### config.mk
export PLATFORM = sky130hd
export DESIGN_NAME = prog_loader
export DESIGN_NICKNAME = d
export VERILOG_FILES = /design/src/rtl/prog_loader_pkg.sv /design/src/rtl/prog_loader_uart_rx.sv /design/src/rtl/prog_loader.sv
export SDC_FILE = /design/constraint.sdc
export NUM_CORES = 1
export LEC_CHECK = 0
export ABC_AREA = 1
export CAP_MARGIN = 0
export CORE_MARGIN = 2
export CORE_UTILIZATION = 58
export DETAILED_ROUTE_END_ITERATION = 8
export PLACE_DENSITY_LB_ADDON = 0.08
export SETUP_SLACK_MARGIN = 0.3
export SKIP_LAST_GASP = 1
export SYNTH_ARGS = -nofsm -noshare
export SYNTH_HDL_FRONTEND = slang
export SYNTH_HIERARCHICAL = 1
export SYNTH_SLANG_ARGS = --single-unit
### constraint.sdc
create_clock -name Clock -period 2.15 [get_ports Clock]
set_input_delay 0.5375 -clock Clock [delete_from_list [all_inputs] [get_ports Clock]]
set_output_delay 0.5375 -clock Clock [all_outputs]
set_load 0.005 [all_outputs]
### src/rtl/prog_loader_pkg.sv
// prog_loader_pkg: shared types and frame constants for the boot program loader.
//   loader_state_t : frame FSM states
//   rx_state_t     : UART byte receiver states
//   MAGIC          : frame start byte
//   BYTE_W/WORD_W/LEN_W : frame field widths
package prog_loader_pkg;

    localparam logic [7:0] MAGIC  = 8'hA5;
    localparam int         BYTE_W = 8;
    localparam int         WORD_W = 32;
    localparam int         LEN_W  = 16;

    typedef enum logic [2:0] {
        WAIT_MAGIC,
        LEN_LO,
        LEN_HI,
        DATA,
        CHECK,
        DONE,
        ERROR
    } loader_state_t;

    typedef enum logic [1:0] {
        RX_IDLE,
        RX_START,
        RX_DATA,
        RX_STOP
    } rx_state_t;

endpackage

### src/rtl/prog_loader_uart_rx.sv
// uart_rx: 8N1 LSB-first UART byte receiver with a two-flop rx synchroniser.
//   Clock, nReset : system clock, async active-low reset
//   rx            : raw serial line, idle high
//   byteValid     : one-cycle pulse, byteData holds the received byte
//   byteData      : last received byte
//   frameErr      : one-cycle pulse when the stop bit samples low
//
//   state    | meaning
//   RX_IDLE  | waiting for a falling edge on the synchronised line
//   RX_START | half-bit wait, then re-check the start bit (glitch filter)
//   RX_DATA  | sampling 8 data bits at one-bit intervals
//   RX_STOP  | sampling the stop bit
module uart_rx
    import prog_loader_pkg::*;
#(
    parameter int CLKS_PER_BIT = 434
) (
    input  logic              Clock,
    input  logic              nReset,
    input  logic              rx,
    output logic              byteValid,
    output logic [BYTE_W-1:0] byteData,
    output logic              frameErr
);

    localparam int TIMER_W = $clog2(CLKS_PER_BIT);
    localparam logic [TIMER_W-1:0] HALF_LOAD = TIMER_W'(CLKS_PER_BIT / 2 - 1);
    localparam logic [TIMER_W-1:0] FULL_LOAD = TIMER_W'(CLKS_PER_BIT - 1);

    rx_state_t          rxState, rxStateNext;
    logic               rxMeta, rxSync, rxPrev;
    logic [TIMER_W-1:0] bitTimer;
    logic [2:0]         bitIdx;
    logic               timerDone;

    assign timerDone = (bitTimer == '0);

    always_comb begin
        rxStateNext = rxState;
        case (rxState)
            RX_IDLE:  if (rxPrev && !rxSync) rxStateNext = RX_START;
            RX_START: if (timerDone) rxStateNext = rxSync ? RX_IDLE : RX_DATA;
            RX_DATA:  if (timerDone && bitIdx == 3'd7) rxStateNext = RX_STOP;
            RX_STOP:  if (timerDone) rxStateNext = RX_IDLE;
            default:  rxStateNext = RX_IDLE;
        endcase
    end

    always_ff @(posedge Clock or negedge nReset) begin
        if (!nReset) begin
            rxState   <= RX_IDLE;
            rxMeta    <= 1'b1;
            rxSync    <= 1'b1;
            rxPrev    <= 1'b1;
            bitTimer  <= HALF_LOAD;
            bitIdx    <= '0;
            byteData  <= '0;
            byteValid <= 1'b0;
            frameErr  <= 1'b0;
        end else begin
            rxState   <= rxStateNext;
            rxMeta    <= rx;
            rxSync    <= rxMeta;
            rxPrev    <= rxSync;
            byteValid <= 1'b0;
            frameErr  <= 1'b0;
            if (rxState == RX_IDLE) begin
                // Preload so the first START check lands half a bit after the edge.
                bitTimer <= HALF_LOAD;
                bitIdx   <= '0;
            end else begin
                bitTimer <= timerDone ? FULL_LOAD : bitTimer - 1'b1;
                if (timerDone && rxState == RX_DATA) begin
                    byteData <= {rxSync, byteData[BYTE_W-1:1]};
                    bitIdx   <= bitIdx + 1'b1;
                end
                if (timerDone && rxState == RX_STOP) begin
                    byteValid <= rxSync;
                    frameErr  <= !rxSync;
                end
            end
        end
    end

endmodule

### src/rtl/prog_loader.sv
// prog_loader: boot-time loader. Receives a framed program image over UART,
// writes it into program memory and releases the core reset only after a
// checksum-valid image has been written.
//   Clock, nReset        : system clock, async active-low reset
//   rx                   : UART receive line
//   progWe/progAddr/progData : one-cycle program-memory write port
//   coreNReset           : active-low core reset, high only after a good load
//   loadDone             : sticky, valid image loaded
//   loadErr              : sticky until the next MAGIC byte, last frame failed
// Build option: define LOADER_TIMEOUT_EN to abort a frame that stalls for
// TIMEOUT_CYCLES between bytes.
//
//   state      | meaning
//   WAIT_MAGIC | idle, looking for 0xA5
//   LEN_LO     | expecting word-count low byte
//   LEN_HI     | expecting word-count high byte, range check
//   DATA       | assembling little-endian words and writing them
//   CHECK      | expecting XOR checksum byte
//   DONE       | image valid, core released; only nReset leaves
//   ERROR      | one cycle: flag error, then back to WAIT_MAGIC
module prog_loader
    import prog_loader_pkg::*;
#(
    parameter int CLKS_PER_BIT = 434,
    parameter int MEM_WORDS    = 1024,
    parameter int ADDR_W       = 10
`ifdef LOADER_TIMEOUT_EN
    ,parameter int TIMEOUT_CYCLES = 5_000_000
`endif
) (
    input  logic              Clock,
    input  logic              nReset,
    input  logic              rx,
    output logic              progWe,
    output logic [ADDR_W-1:0] progAddr,
    output logic [WORD_W-1:0] progData,
    output logic              coreNReset,
    output logic              loadDone,
    output logic              loadErr
);

    loader_state_t     state, stateNext;
    logic              byteValid, frameErr;
    logic [BYTE_W-1:0] byteData;
    logic [BYTE_W-1:0] lenLo;
    logic [LEN_W-1:0]  lenFull;
    logic [ADDR_W:0]   wordCount;
    logic [ADDR_W:0]   wordIdx;
    logic [1:0]        byteCnt;
    logic [23:0]       wordLow;
    logic [BYTE_W-1:0] xorAcc;
    logic              inFrame;
    logic              timeout;

    uart_rx #(.CLKS_PER_BIT(CLKS_PER_BIT)) uRx (
        .Clock     (Clock),
        .nReset    (nReset),
        .rx        (rx),
        .byteValid (byteValid),
        .byteData  (byteData),
        .frameErr  (frameErr)
    );

    assign lenFull = {byteData, lenLo};
    assign inFrame = (state inside {LEN_LO, LEN_HI, DATA, CHECK});

`ifdef LOADER_TIMEOUT_EN
    logic [31:0] idleTimer;

    always_ff @(posedge Clock or negedge nReset) begin
        if (!nReset)
            idleTimer <= 32'(TIMEOUT_CYCLES - 1);
        else if (byteValid || !inFrame)
            idleTimer <= 32'(TIMEOUT_CYCLES - 1);
        else if (idleTimer != '0)
            idleTimer <= idleTimer - 1'b1;
    end

    assign timeout = inFrame && (idleTimer == '0);
`else
    assign timeout = 1'b0;
`endif

    always_comb begin
        stateNext = state;
        case (state)
            WAIT_MAGIC: if (byteValid && byteData == MAGIC) stateNext = LEN_LO;
            LEN_LO:     if (byteValid) stateNext = LEN_HI;
            LEN_HI: begin
                if (byteValid) begin
                    if (lenFull > LEN_W'(MEM_WORDS)) stateNext = ERROR;
                    else if (lenFull == '0)          stateNext = CHECK;
                    else                             stateNext = DATA;
                end
            end
            // Leave only once the last write strobe is on the port, so
            // progWe is never seen outside DATA.
            DATA:       if (wordIdx == wordCount) stateNext = CHECK;
            CHECK:      if (byteValid) stateNext = (byteData == xorAcc) ? DONE : ERROR;
            DONE:       stateNext = DONE;
            ERROR:      stateNext = WAIT_MAGIC;
            default:    stateNext = WAIT_MAGIC;
        endcase
        if (inFrame && (frameErr || timeout))
            stateNext = ERROR;
    end

    always_ff @(posedge Clock or negedge nReset) begin
        if (!nReset) begin
            state      <= WAIT_MAGIC;
            progWe     <= 1'b0;
            progAddr   <= '0;
            progData   <= '0;
            coreNReset <= 1'b0;
            loadDone   <= 1'b0;
            loadErr    <= 1'b0;
            lenLo      <= '0;
            wordCount  <= '0;
            wordIdx    <= '0;
            byteCnt    <= '0;
            wordLow    <= '0;
            xorAcc     <= '0;
        end else begin
            state  <= stateNext;
            progWe <= 1'b0;
            case (state)
                WAIT_MAGIC: begin
                    if (byteValid && byteData == MAGIC) begin
                        loadErr <= 1'b0;
                        xorAcc  <= '0;
                        wordIdx <= '0;
                        byteCnt <= '0;
                    end
                end
                LEN_LO: begin
                    if (byteValid) begin
                        lenLo  <= byteData;
                        xorAcc <= xorAcc ^ byteData;
                    end
                end
                LEN_HI: begin
                    if (byteValid) begin
                        wordCount <= lenFull[ADDR_W:0];
                        xorAcc    <= xorAcc ^ byteData;
                    end
                end
                DATA: begin
                    if (byteValid) begin
                        xorAcc  <= xorAcc ^ byteData;
                        byteCnt <= byteCnt + 1'b1;
                        if (byteCnt == 2'd3) begin
                            progWe   <= 1'b1;
                            progAddr <= wordIdx[ADDR_W-1:0];
                            progData <= {byteData, wordLow};
                            wordIdx  <= wordIdx + 1'b1;
                        end else begin
                            wordLow <= {byteData, wordLow[23:8]};
                        end
                    end
                end
                DONE:    coreNReset <= 1'b1;
                default: ;
            endcase
            if (stateNext == ERROR) loadErr  <= 1'b1;
            if (stateNext == DONE)  loadDone <= 1'b1;
        end
    end

endmodule

==> results.txt <==
status = complete, no violations
worst min path class = register to register
grt ovf = 0
CP startpoint kind = register
Antenna Cells = 0
synth unique cells = 37
CTS H-Tree Depth = 4
min-delay src = uRx/rxMeta
Max Slew Vio Count = 0
Mapped Cells = 711
mux cell area share after synthesis = 0
overall routed net length = 13500 um
asr flop ratio synth = 1.00
biggest area consumer among synthesized cells = dfrtp_1
Crit Path Max Fanout = 2
Cell Chain, Critical Path = dlygate4sd2_1
Synth Area in XOR/XNOR = 0.0196
number of flops mapped to enable cells by yosys = 0
post-synthesis compound-gate area fraction = 0.0864
top-count cell post-synth = nand2_1
number of global-route vias before repair = 4877
Synthesized Nets = 719
HPWL reported at the end of detailed placement = 8820 um
# rows = 37
clock-pin slew on the worst setup and hold paths = 0.06 ns
max layer used = met4
Clock Latency Late Sink = 0.51 ns
Post-Synth Simple-Gate Area = 0.256
fin crit period = 1.72 ns
Ports = 49
Peak Freq = 580 MHz
CP Data Required Time = 1.61 ns
Initial Utilization = 0.602
unrepaired setup endpoints after global routing = no
first-pass GRT wire length = 23200 um
Antenna Nets Post-Route = 0
Setup WS post-layout = 0.427 ns
Leakage = 3.97 nW
Netlist Area Pre-Place = 6240 um^2
CP delay by family, top = flip-flops
final hold vios = 0
CTS tree = yes
Global Route Usage Sum = 0.257
wire length on met2 = 6690 um
initial antenna violation count = 0
placer congestion estimate = 0.889
CP Depth = 1
ys flop type = dfrtp_1
Worst Max-Slew Pin Slew = 0.517 ns
Max clock buf depth = 2
Syn Area/Cell = 8.78 um^2
vias after detailed routing = 4980
footprint of the multi-input gates = 2320 um^2
DR pass1 iterations = 5
Rel. slew slack = 0.656
setup violators final = 0
Arr. time, crit path = 1.19 ns
drc violations = 0
clk_skew = 0.00674 ns
die height = 108 um
#FFs+latches synth = 140
number of buffers and inverters on the critical path = 1
Synth top area share = 0.533
Num CTS Buffers = 17
Synth Area in Adders = 0.0100
Yosys warnings = 6
Largest stage delay, worst path = 0.40 ns
dpl ws = 0.466 ns
die area = 11600 um^2
PD cells = 829 nW/um^2
clk sinks = 140
cell depth of the worst hold path = 0
fin nets = 789
Die X = 108 um
synth top area cells = dfrtp_1 (53%), nand2_1 (14%), o21ai_0 (6.4%)
largest family of logic cells by synthesized area = simple AND/OR/NAND/NOR gates
FF-to-FF path depth = 7
number of max-cap violations = 0
Vias/cell = 5.36
Port Buffers = 48
drt initial violations = 354
fill count = 783
register area = 3510 um^2
Met3 Wirelength = 650 um
worst reg2reg path startpoint = uRx/byteData[6]
core region area = 10400 um^2
setup_tns = 0 ns
M1 WL = 5900 um
register area share after synthesis = 0.563
CTS Root Cell = clkbuf_8
Setup crit end kind = output pin
Critical-path top delay cell = dfrtp_1
drt wl/cell = 14.5 um
synthesis-to-finish area growth = 21.2%
pin count of the biggest net entering global routing = 74
Post-synth top cells = nand2_1 (234), dfrtp_1 (133), o21ai_0 (80), inv_1 (64), nor2_1 (40)
Final Cycle Share = 0.801
share of cells above drive strength 1 = 0.127
Setup CP Type = register to output pin
CP Launch Point = progData[25]
Max rail drop VDD = 0.580 mV
==> kinds of logic (layout without fill, tap and decap cells) <==
logic type	count (synthesis)	after routing
fa+ha+maj	5	5
xor+xnor	14	14
simple gates	354	354
buf+inv	98	180
compound gates	100	100
flops	140	140
==> area by class of cell <==
type / count / area share
Clock inverter: 12 / 0.0258
Clock buffer: 19 / 0.0571
Inverter: 77 / 0.0382
Timing Repair Buffer: 72 / 0.0852
Tap cell: 136 / 0.0225
Sequential cell: 140 / 0.464
Multi-Input combinational cell: 473 / 0.307
==> report_power, final <==
group	total [mW]	internal, mW	leakage (nW)	switching, mW
combinational	0.376	0.118	1.74	0.258
sequential	2.80	2.73	1.92	0.0704
clock	3.09	2.02	0.307	1.07
total	6.27	4.87	3.97	1.40
==> flip-flops by register name (all words and copies together), names as in the netlist, 2 cells and up, named ones only <==
signal and count:
progData 32, wordLow 24, wordCount 11, wordIdx 11
progAddr 10, uRx/bitTimer 9, lenLo 8, uRx/byteData 8
xorAcc 8, state 3, uRx/bitIdx 3, byteCnt 2
==> through the flow <==
step | instance area, um^2 | hold WS (ns) | power, mW | utilization | std cells
2_1_floorplan | 6240 | 0.242 | 3.08 | - | 711
3_3_place_gp | 6880 | 0.347 | 3.20 | 0.664 | 883
3_5_place_dp | 6880 | 0.348 | 3.22 | 0.664 | 883
4_1_cts | 7570 | 0.357 | 6.30 | 0.730 | 929
5_1_grt | 7570 | 0.362 | 6.48 | 0.730 | 929
6_report | 7570 | 0.356 | 6.27 | 0.730 | 929
==> layer usage <==
metal,global-route usage,vias to the layer above
met5,0,-
met4,0.0952,0
met3,0.0466,17
met2,0.416,147
met1,0.347,2408
li1,-,2408
==> final timing paths <==
check / endpoint / slack (ns)
max: progData[25] / 0.43
min: uRx/rxSync / 0.36
max reg2reg: xorAcc[5] / 0.45
min reg2reg: uRx/rxSync / 0.36
max in group asynchronous: xorAcc[3] / 0.98
min in group asynchronous: progData[6] / 0.54
==> cell usage in the layout (no fill, tap or decap), drive strengths merged, types with 7 or more instances in the layout <==
cell and instances:
nand2 241, dfrtp 133, o21ai 84, inv 77
nor2 51, dlygate4sd2 46, nand3 35, buf 24
clkbuf 19, nand4 18, xnor2 8, nor3 7
dfstp 7, a21oi 7
==> timing repair <==
item,4_1_cts,5_1_grt
hold endpoints to repair,39,0
setup buffers,14,0
pin swaps,0,1
gates resized for setup,46,0
setup endpoints to repair,46,1
hold buffers,1,0
Note: power is estimated with default switching activity, not from simulation.
